===== src/rtl/mul_div_pkg.sv =====
// Shared definitions for the iterative multiply/divide unit: op encodings,
// FSM states and iteration constants.
package mul_div_pkg;

  typedef enum logic [2:0] {
    OP_MULT  = 3'b000,
    OP_MULTU = 3'b001,
    OP_DIV   = 3'b010,
    OP_DIVU  = 3'b011,
    OP_MTHI  = 3'b100,
    OP_MTLO  = 3'b101
  } op_e;

  typedef enum logic [1:0] {
    IDLE = 2'd0,
    RUN  = 2'd1,
    FIX  = 2'd2
  } state_e;

  localparam logic [4:0]  ITER_CNT  = 5'd31;
  localparam logic [31:0] DIV0_QUOT = 32'hFFFF_FFFF;

endpackage


===== src/rtl/mul_div_if.sv =====
// Request/response bundle between execute-stage control and the mul/div unit.
interface mul_div_if;

  logic        in_start_1;
  logic [2:0]  in_op_3;
  logic [31:0] A;
  logic [31:0] B;
  logic        out_busy_1;
  logic        out_done_1;
  logic [31:0] out_hi_32;
  logic [31:0] out_lo_32;

  modport master (
    output in_start_1, in_op_3, A, B,
    input  out_busy_1, out_done_1, out_hi_32, out_lo_32
  );

  modport slave (
    input  in_start_1, in_op_3, A, B,
    output out_busy_1, out_done_1, out_hi_32, out_lo_32
  );

endinterface


===== src/rtl/mul_div_step.sv =====
// One iteration of the shared datapath: shift-add multiply or restoring
// shift-subtract divide over a 64-bit {HI,LO} accumulator.
module mul_div_step
  import mul_div_pkg::*;
(
  input  logic        i_is_div,
  input  logic [63:0] i_acc,
  input  logic [31:0] i_opnd,
  output logic [63:0] o_acc
);

  logic [32:0] w_sum;
  logic [32:0] w_rem_sh;
  logic [33:0] w_trial;

  always_comb begin
    w_sum    = {1'b0, i_acc[63:32]} + (i_acc[0] ? {1'b0, i_opnd} : 33'd0);
    // 33-bit shifted remainder keeps the bit that would fall off the top
    w_rem_sh = i_acc[63:31];
    w_trial  = {1'b0, w_rem_sh} - {2'b00, i_opnd};
    if (i_is_div) begin
      if (w_trial[33]) o_acc = {w_rem_sh[31:0], i_acc[30:0], 1'b0};
      else             o_acc = {w_trial[31:0],  i_acc[30:0], 1'b1};
    end else begin
      o_acc = {w_sum, i_acc[31:1]};
    end
  end

endmodule


===== src/rtl/mul_div_unit.sv =====
// Iterative 32-bit MULT/MULTU/DIV/DIVU with HI/LO registers and MTHI/MTLO.
// Signed MULT/DIV handling is built only when MUL_DIV_SIGNED_EN is defined.
module mul_div_unit
  import mul_div_pkg::*;
(
  input logic      clk,
  input logic      reset,
  mul_div_if.slave bus
);

  state_e      r_state, w_next;
  logic [4:0]  r_cnt;
  logic [63:0] r_acc;
  logic [31:0] r_opnd;
  logic        r_is_div, r_div0, r_done;
  logic [31:0] r_hi, r_lo;
`ifdef MUL_DIV_SIGNED_EN
  logic        r_neg, r_neg_rem;
  logic        w_neg_a, w_neg_b;
`endif

  op_e         w_op;
  logic        w_idle_start, w_start_op, w_is_div;
  logic [31:0] w_abs_a, w_abs_b;
  logic [63:0] w_step, w_prod;
  logic [31:0] w_quot, w_rem;

  assign w_op         = op_e'(bus.in_op_3);
  assign w_idle_start = (r_state == IDLE) && bus.in_start_1;
  assign w_is_div     = (w_op == OP_DIV) || (w_op == OP_DIVU);
  assign w_start_op   = w_idle_start &&
                        (w_op inside {OP_MULT, OP_MULTU, OP_DIV, OP_DIVU});

  always_comb begin
    w_abs_a = bus.A;
    w_abs_b = bus.B;
`ifdef MUL_DIV_SIGNED_EN
    w_neg_a = ((w_op == OP_MULT) || (w_op == OP_DIV)) && bus.A[31];
    w_neg_b = ((w_op == OP_MULT) || (w_op == OP_DIV)) && bus.B[31];
    if (w_neg_a) w_abs_a = -bus.A;
    if (w_neg_b) w_abs_b = -bus.B;
`endif
  end

  mul_div_step u_step (
    .i_is_div (r_is_div),
    .i_acc    (r_acc),
    .i_opnd   (r_opnd),
    .o_acc    (w_step)
  );

  always_comb begin
    w_prod = r_acc;
    w_quot = r_acc[31:0];
    w_rem  = r_acc[63:32];
`ifdef MUL_DIV_SIGNED_EN
    if (r_neg) begin
      w_prod = -r_acc;
      w_quot = -r_acc[31:0];
    end
    if (r_neg_rem) w_rem = -r_acc[63:32];
`endif
    // Divide by zero leaves HI = dividend naturally; only the quotient is forced
    if (r_div0) w_quot = DIV0_QUOT;
  end

  always_ff @(posedge clk or negedge reset) begin
    if (!reset) r_state <= IDLE;
    else        r_state <= w_next;
  end

  always_comb begin
    w_next = r_state;
    case (r_state)
      IDLE:    if (w_start_op) w_next = RUN;
      RUN:     if (r_cnt == '0) w_next = FIX;
      FIX:     w_next = IDLE;
      default: w_next = IDLE;
    endcase
  end

  always_ff @(posedge clk or negedge reset) begin
    if (!reset) begin
      r_cnt     <= '0;
      r_acc     <= '0;
      r_opnd    <= '0;
      r_is_div  <= 1'b0;
      r_div0    <= 1'b0;
      r_done    <= 1'b0;
      r_hi      <= '0;
      r_lo      <= '0;
`ifdef MUL_DIV_SIGNED_EN
      r_neg     <= 1'b0;
      r_neg_rem <= 1'b0;
`endif
    end else begin
      r_done <= 1'b0;
      case (r_state)
        IDLE: begin
          if (w_start_op) begin
            r_cnt    <= ITER_CNT;
            r_is_div <= w_is_div;
            r_div0   <= w_is_div && (bus.B == '0);
            r_acc    <= {32'd0, (w_is_div ? w_abs_a : w_abs_b)};
            r_opnd   <= w_is_div ? w_abs_b : w_abs_a;
`ifdef MUL_DIV_SIGNED_EN
            r_neg     <= w_neg_a ^ w_neg_b;
            r_neg_rem <= w_neg_a;
`endif
          end else if (w_idle_start && (w_op == OP_MTHI)) begin
            r_hi <= bus.A;
          end else if (w_idle_start && (w_op == OP_MTLO)) begin
            r_lo <= bus.A;
          end
        end
        RUN: begin
          r_acc <= w_step;
          r_cnt <= r_cnt - 5'd1;
        end
        FIX: begin
          r_hi   <= r_is_div ? w_rem  : w_prod[63:32];
          r_lo   <= r_is_div ? w_quot : w_prod[31:0];
          r_done <= 1'b1;
        end
        default: ;
      endcase
    end
  end

  assign bus.out_busy_1 = (r_state != IDLE);
  assign bus.out_done_1 = r_done;
  assign bus.out_hi_32  = r_hi;
  assign bus.out_lo_32  = r_lo;

endmodule


===== src/flat_wrapper.sv =====
// flat-port wrapper written by rule: the top's interface ports become plain ports
module mul_div_unit_flat import mul_div_pkg::*;
  (clk, reset, bus_in_start_1, bus_in_op_3, bus_A, bus_B, bus_out_busy_1, bus_out_done_1, bus_out_hi_32, bus_out_lo_32);
  mul_div_if bus_i ();
  input logic clk;
  input logic reset;
  input wire logic [$bits(bus_i.in_start_1)-1:0] bus_in_start_1;
  input wire logic [$bits(bus_i.in_op_3)-1:0] bus_in_op_3;
  input wire logic [$bits(bus_i.A)-1:0] bus_A;
  input wire logic [$bits(bus_i.B)-1:0] bus_B;
  output wire logic [$bits(bus_i.out_busy_1)-1:0] bus_out_busy_1;
  output wire logic [$bits(bus_i.out_done_1)-1:0] bus_out_done_1;
  output wire logic [$bits(bus_i.out_hi_32)-1:0] bus_out_hi_32;
  output wire logic [$bits(bus_i.out_lo_32)-1:0] bus_out_lo_32;
  assign bus_i.in_start_1 = bus_in_start_1;
  assign bus_i.in_op_3 = bus_in_op_3;
  assign bus_i.A = bus_A;
  assign bus_i.B = bus_B;
  assign bus_out_busy_1 = bus_i.out_busy_1;
  assign bus_out_done_1 = bus_i.out_done_1;
  assign bus_out_hi_32 = bus_i.out_hi_32;
  assign bus_out_lo_32 = bus_i.out_lo_32;
  mul_div_unit u_core (.clk(clk), .reset(reset), .bus(bus_i));
endmodule

===== config.mk =====
export PLATFORM = sky130hd
export DESIGN_NAME = mul_div_unit_flat
export DESIGN_NICKNAME = d
export VERILOG_FILES = /design/src/rtl/mul_div_pkg.sv /design/src/rtl/mul_div_if.sv /design/src/rtl/mul_div_step.sv /design/src/rtl/mul_div_unit.sv /design/src/flat_wrapper.sv
export SDC_FILE = /design/constraint.sdc
export NUM_CORES = 1
export LEC_CHECK = 0
export ABC_CLOCK_PERIOD_IN_PS = 3020
export CAP_MARGIN = 20
export CELL_PAD_IN_SITES_DETAIL_PLACEMENT = 1
export CELL_PAD_IN_SITES_GLOBAL_PLACEMENT = 1
export CORE_MARGIN = 1.5
export CORE_UTILIZATION = 40
export CTS_CLUSTER_SIZE = 16
export DETAILED_ROUTE_END_ITERATION = 12
export GPL_TIMING_DRIVEN = 0
export PLACE_DENSITY = 0.79
export SYNTH_ARGS = -nofsm -noshare
export SYNTH_HDL_FRONTEND = slang
export SYNTH_SLANG_ARGS = --single-unit

===== constraint.sdc =====
create_clock -name clk -period 3.02 [get_ports clk]
set_input_delay 0.755 -clock clk [delete_from_list [all_inputs] [get_ports clk]]
set_output_delay 0.755 -clock clk [all_outputs]
set_load 0.01 [all_outputs]

==> impl_results.md, run 1 <==
* Smallest hold slack at 0.2475 ns
* Outcome: finished, violations left
* I/O pin count at 136
* Number of hold buffers added after CTS at 0
* Fraction of final layout cells sized beyond drive strength 1 at 15.52%
* Setup Slack @ Placement at -1.099 ns
* Final HPWL from detailed placement at 36.70 mm
* DIE HEIGHT at 179.1 um
* Type of the setup path with the least slack: reg2reg
* Wire length of the first global-routing pass at 75.13 mm
* Count of cell types in the netlist at 82
* RSZ-0062 raised after global routing: true
* Clock Sinks at 170
* CTS tree: done
* Synth Flop Type: dfrtp_1
* Reg area at 4274 um2
* Remaining antenna violation count at 0
* Data arrival, critical path at 3.50 ns
* Cell area power density at 1291 nW/um2
* Remaining routing DRC violations at 0
* Core area at 30590 um2
* Netlist area before placement at 12410 um2
* All-layer global routing usage at 30.96%
* Grt ovf at 0
* Clock transition at the register clock pins on the worst setup and hold paths after CTS at 0.07 ns
* H-tree levels at 4
* Number of nets in the synthesized netlist at 1593
* Leakage power figure at 6.911 nW
* EDFF count, synth at 0
* Syn Area/Cell at 8.527 um2
* Chip Width at 179.1 um
* Average wire length per cell after detail routing at 24.42 um
* Highest-count cells in the layout ignoring fill and taps: nand2_1 (202), o21ai_0 (175), dfrtp_1 (156)
* Max-cap check violation count at 0
* Leading cell types by total area after synthesis: dfrtp_1 (34%), mux2i_1 (11%), o21ai_0 (7.6%), ha_1 (6.7%), nand2_1 (6.2%)
* Worst slew margin at 26.03%
* Critical Path End Type: register
* Effective utilization at floorplan at 40.56%
* Fraction of registers with async set/reset at 100.0%
* Final GP Congestion at 0.9342
* Slew @ Worst Pin at 1.110 ns
* HP Class: in2async
* Max VDD drop at 0.0005868 V
* Period utilisation layout at 106.8%
* Iteration-0 DRC Markers at 878
* First-pass iteration count of the detailed router at 5
* Pin count of the biggest net entering global routing at 114
* Achievable Freq at 310.1 MHz
* Synthesis warning total at 0
* Violated checks: setup timing
* Biggest area consumer among synthesized cells: dfrtp_1
* Fraction of the core area covered by cells at the end of the flow at 52.72%
* Area growth from synthesis to layout at 29.98%
* Clock Latency Late Sink at 0.45 ns
* Sequential share of the synthesized area at 34.29%
* Data required time of the worst path at 3.30 ns
* Cts bufs inserted at 17
* Critical path launch point type: register
* Final Hold Violating Endpoints at 0
* Via count of the first global-routing pass at 13078
* Number of instances in the synthesized netlist at 1455
* Vias/cell at 6.045
* Die area at 32080 um2
* Leading cell type in the layout, fill and taps excluded: nand2_1
* Combined area of the multi-input logic cells at 8300 um2
* Cell Rows at 64
* Number of fillers in the final layout at 3583
* Clock tree buffer depth at 2
* Number of diodes at 0
* Via count at 12519
* Pins over their slew limit at 0
* NumNets Final at 1800
* Fin Clk Skew at 0.01487 ns
* Setup violations, final at 12
* Min setup slack post-route at -0.2045 ns
* Area share of the largest cell type after synthesis at 34.29%
* Quantity of I/O buffers inserted on ports at 135
* Root Driver: clkbuf_16
* Critical Path Fanout Max at 8
* Number of antenna violations at the first check in global routing at 1
* Flops & latches, synth at 170
* Min cycle time layout at 3.224 ns
* Wirelength, routed at 50.57 mm
## timing repair
item                                    in CTS  in global routing
endpoints found under the setup margin      33                 35
pin swaps                                   42                 40
gates resized for setup                    102                104
gates cloned                                 2                  0
setup buffers                               23                 29
## metrics by stage
stage | total power [mW] | setup TNS [ns] | cell area (um2) | std cells
after global placement | 15.41 | -1057.87 | 14250 | 1986
after global routing | 22.04 | -2.274 | 16130 | 2071
after detailed placement | 15.85 | -21.77 | 14290 | 1987
after CTS | 19.32 | -0.3593 | 15540 | 2044
after floorplan | 11.96 | 0 | 12410 | 1455
final | 20.82 | -1.068 | 16130 | 2071
## critical path: stages (launching register included)
cell and delay (ns):
dfrtp_4 0.58, buf_8 0.17, and2_4 0.14, ha_4 0.26
buf_6 0.10, nand3_4 0.08, nor2_4 0.10, nand3_2 0.11
a2111oi_4 0.35, buf_4 0.20, o41ai_4 0.08, or3b_4 0.42
a31oi_4 0.17, mux2i_1 0.22, a31oi_1 0.06
## cells by family (layout without fill, tap and decap cells)
group	after synthesis	after routing	synth area share [%]
buf+inv	150	370	4.911
xor+xnor	54	54	3.812
simple gates	403	403	14.98
compound gates	469	469	23.64
fa+ha+maj	68	68	6.979
flops	170	170	34.29
mux	141	141	11.40
## area by class of cell
cell class / instances / area share, %
clock buffers: 18 / 2.723
clock inverters: 14 / 0.8224
plain buffers: 82 / 2.607
well taps: 396 / 3.072
multi-input cells: 1135 / 51.47
inverters: 66 / 1.567
repair buffers: 190 / 11.23
flip-flops and latches: 170 / 26.50
## power by group
part           internal [mW]  switching (mW)  leakage, nW
clock network           1.18            1.07        0.280
logic                   6.07            7.86         4.55
registers               3.29            1.36         2.08
total                   10.5            10.3         6.91
## synthesized netlist by cell type, drive strengths merged, types with 32 or more instances
master	count
a21oi	88
and2	36
clkbuf	63
dfrtp	170
ha	66
inv	66
mux2i	139
nand2	207
nor2	51
o211ai	43
o21ai	198
o22ai	32
xnor2	34
## registers in the layout, indices dropped and copies added (netlist names)
register / count
u_core.bus.out_done_1: 1
u_core.bus.out_hi_32: 32
u_core.r_is_div: 1
u_core.r_state: 2
u_core.r_opnd: 32
u_core.r_div0: 1
u_core.r_acc: 64
u_core.r_cnt: 5
u_core.bus.out_lo_32: 32
## routing by layer
layer	track usage [%]	part of all wire, %	vias up
li1	-	-	5662
met1	40.02	42	6346
met2	52.09	48	409
met3	4.517	5.5	102
met4	11.95	3.8	0
met5	0	0	-
## path summary, 6_finish.rpt
check	from	end	slack, ns	depth (start not counted)
min in group clk	u_core.bus.out_lo_32[3]$_DFFE_PN0P_	u_core.bus.out_lo_32[3]$_DFFE_PN0P_	0.48	2
setup / recovery	u_core.r_acc[0]$_DFFE_PN0P_	u_core.r_acc[62]$_DFFE_PN0P_	-0.20	14
hold reg to reg	u_core.bus.out_lo_32[3]$_DFFE_PN0P_	u_core.bus.out_lo_32[3]$_DFFE_PN0P_	0.48	2
max in group asynchronous	reset	u_core.r_acc[0]$_DFFE_PN0P_	1.78	2
setup reg to reg	u_core.r_acc[0]$_DFFE_PN0P_	u_core.r_acc[62]$_DFFE_PN0P_	-0.20	14
hold / removal	reset	u_core.r_acc[59]$_DFFE_PN0P_	0.25	1
Note: power is estimated with default switching activity, not from simulation.
==> run 2, diff against run 1 <==
Settings changed: GPL_ROUTABILITY_DRIVEN set to 0.
==> impl_results.md, run 2 (synthesis results as in run 1) <==
* Outcome: finished, violations left (unchanged)
* Violated checks: setup timing (unchanged)
* Number of diodes at 0 (unchanged)
* Effective utilization at floorplan at 40.56% (unchanged)
* Cell area power density at 1301 nW/um2 (was 1291 nW/um2)
* Fin Clk Skew at 0.01153 ns (was 0.01487 ns)
* Psw at 10.33 mW (was 10.29 mW)
* Critical path origin: u_core.r_acc[0]$_DFFE_PN0P_ (unchanged)
* Net switching share of the total power at 49.81% (was 49.41%)
* Grt ovf at 0 (unchanged)
* Vias/cell at 6.185 (was 6.045)
* Die area at 32080 um2 (unchanged)
* Worst slew margin at 21.45% (was 26.03%)
* Critical Path End Type: register (unchanged)
* Clock Sinks at 170 (unchanged)
* HP Class: in2async (unchanged)
* Final HPWL from detailed placement at 36.56 mm (was 36.70 mm)
* Comb power frac at 66.4% (was 66.9%)
* Cell-internal power at 10.41 mW (was 10.53 mW)
* Wire length of the first global-routing pass at 76.15 mm (was 75.13 mm)
* Clock Latency Late Sink at 0.46 ns (was 0.45 ns)
* Root Driver: clkbuf_16 (unchanged)
* Final Hold Violating Endpoints at 0 (unchanged)
* Flip-flop count of the largest register after layout at 64 (unchanged)
* Flop-to-flop setup slack at -0.28 ns (was -0.20 ns)
* Critical Path Fanout Max at 8 (unchanged)
* H-tree levels at 4 (unchanged)
* Max VDD drop at 0.0005852 V (was 0.0005868 V)
* Reg2reg start: u_core.r_acc[0]$_DFFE_PN0P_ (unchanged)
* All-layer global routing usage at 31.45% (was 30.96%)
* Via count at 12698 (was 12519)
* Sequential fraction of design power at 22.5% (was 22.3%)
* CTS tree: done (unchanged)
* Wirelength, routed at 52.84 mm (was 50.57 mm)
* Chip Width at 179.1 um (unchanged)
* Fraction of final layout cells sized beyond drive strength 1 at 13.22% (was 15.52%)
* Critical Path Sink: u_core.r_acc[60]$_DFFE_PN0P_ (was u_core.r_acc[62]$_DFFE_PN0P_)
* Proportion of power drawn by the clock network at 11.1% (was 10.8%)
* Leakage power figure at 6.831 nW (was 6.911 nW)
* Achievable Freq at 302.6 MHz (was 310.1 MHz)
* RSZ-0062 raised after global routing: true (unchanged)
* Period utilisation layout at 109.4% (was 106.8%)
* Register containing the most flip-flops in the final layout: u_core.r_acc (unchanged)
* Depth of the worst register-to-register path at 10 (was 14)
* Via count of the first global-routing pass at 13069 (was 13078)
* Data required time of the worst path at 3.40 ns (was 3.30 ns)
* Leading cell type in the layout, fill and taps excluded: nand2_1 (unchanged)
* DIE HEIGHT at 179.1 um (unchanged)
* Iteration-0 DRC Markers at 1191 (was 878)
* Setup violations, final at 15 (was 12)
* Min cycle time layout at 3.305 ns (was 3.224 ns)
* Pin count of the biggest net entering global routing at 103 (was 114)
* Number of antenna violations at the first check in global routing at 0 (was 1)
* Cell Rows at 64 (unchanged)
* I/O pin count at 136 (unchanged)
* Slew @ Worst Pin at 1.178 ns (was 1.110 ns)
* Highest-count cells in the layout ignoring fill and taps: nand2_1 (202), o21ai_0 (176), dfrtp_1 (165) (was nand2_1 (202), o21ai_0 (175), dfrtp_1 (156))
* First-pass iteration count of the detailed router at 6 (was 5)
* Remaining antenna violation count at 0 (unchanged)
* Quantity of I/O buffers inserted on ports at 135 (unchanged)
* Pins over their slew limit at 0 (unchanged)
* Fraction of the core area covered by cells at the end of the flow at 52.11% (was 52.72%)
* Area growth from synthesis to layout at 28.47% (was 29.98%)
* Type of the setup path with the least slack: reg2reg (unchanged)
* Data arrival, critical path at 3.69 ns (was 3.50 ns)
* NumNets Final at 1782 (was 1800)
* Clock tree buffer depth at 2 (unchanged)
* Critical path launch point type: register (unchanged)
* Endpoint of the worst-slack reg-to-reg timing path: u_core.r_acc[60]$_DFFE_PN0P_ (was u_core.r_acc[62]$_DFFE_PN0P_)
* Clock transition at the register clock pins on the worst setup and hold paths after CTS at 0.07 ns (about the same)
* Min setup slack post-route at -0.2848 ns (was -0.2045 ns)
* Core area at 30590 um2 (unchanged)
* Smallest hold slack at 0.2507 ns (was 0.2475 ns)
* Remaining routing DRC violations at 0 (unchanged)
* Average wire length per cell after detail routing at 25.74 um (was 24.42 um)
* Max-cap check violation count at 0 (unchanged)
* Cts bufs inserted at 17 (unchanged)
run 2: cell types whose count changed in the layout (fill, tap and decap cells not counted), moves of 3 or more:
cell | before | now
clkinv_2 | 3 | 0
inv_6 | 6 | 2
dfrtp_2 | 13 | 5
ha_2 | 6 | 1
buf_4 | 51 | 26
and2_1 | 25 | 29
ha_1 | 39 | 42
buf_6 | 7 | 13
clkbuf_8 | 1 | 6
and2_4 | 11 | 7
dfrtp_1 | 156 | 165
run 2: final cells by class:
class	instances	area, um2
multi-input cells	1135	8234
flip-flops and latches	170	4260
clock inverters	7	80.08
fillers	3571	14650
plain buffers	84	416.7
repair buffers	170	1687
inverters	66	250.2
clock buffers	25	515.5
well taps	396	495.5
run 2: timing repair:
action / CTS / global route
resized for setup: 79 / 94
endpoints found under the setup margin: 33 / 35
gates cloned: 1 / 1
hold buffers: 0 / 0
pin swaps: 28 / 41
setup buffers: 20 / 14
run 2: stage by stage:
step	power [mW]	TNS (ns)	setup slack, ns	std cells	area [um2]
3_3_place_gp	15.37	-1032.04	-6.028	1986	14250
3_5_place_dp	15.84	-16.08	-0.7972	1987	14290
6_report	20.73	-1.893	-0.2848	2053	15940
2_1_floorplan	11.96	0	0.1383	1455	12410
4_1_cts	19.19	-0.2462	-0.1010	2040	15430
5_1_grt	21.87	-3.657	-0.3540	2053	15940
run 2: worst max-delay path: stages, from the launching register on:
cell and delay (ns):
dfrtp_2 0.56, clkbuf_16 0.22, and2_1 0.14, ha_1 0.52
nand3_2 0.23, a2111oi_4 0.48, o41ai_4 0.13, or3b_4 0.45
a311oi_2 0.26, o21ai_1 0.12, o211ai_1 0.10
run 2: per-layer routing:
metal	vias up	track usage (%)	part of all wire [%]
met4	0	15.01	5.7
met1	6286	40.19	41
met3	185	4.962	6.8
met5	-	0	0
li1	5622	-	-
met2	605	51.85	47
run 2: how the worst min path moves through the flow:
stage                                          end  cells past startpoint                           startpoint
6_report              u_core.r_acc[63]$_DFFE_PN0P_                      1                                reset
5_1_grt               u_core.r_acc[63]$_DFFE_PN0P_                      1                                reset
4_1_cts               u_core.r_acc[63]$_DFFE_PN0P_                      1                                reset
3_5_place_dp   u_core.bus.out_lo_32[3]$_DFFE_PN0P_                      2  u_core.bus.out_lo_32[3]$_DFFE_PN0P_
3_3_place_gp             u_core.r_div0$_DFFE_PN0P_                      2            u_core.r_div0$_DFFE_PN0P_
2_1_floorplan            u_core.r_div0$_DFFE_PN0P_                      2            u_core.r_div0$_DFFE_PN0P_
run 2: power by group through the flow:
stage	sequential (mW)	combinational (mW)	clock [mW]
after global placement	4.42	10.9	0
after CTS	4.50	12.4	2.30
after detailed placement	4.47	11.4	0
final	4.67	13.8	2.31
after global routing	4.71	14.8	2.37
after floorplan	4.11	7.85	0
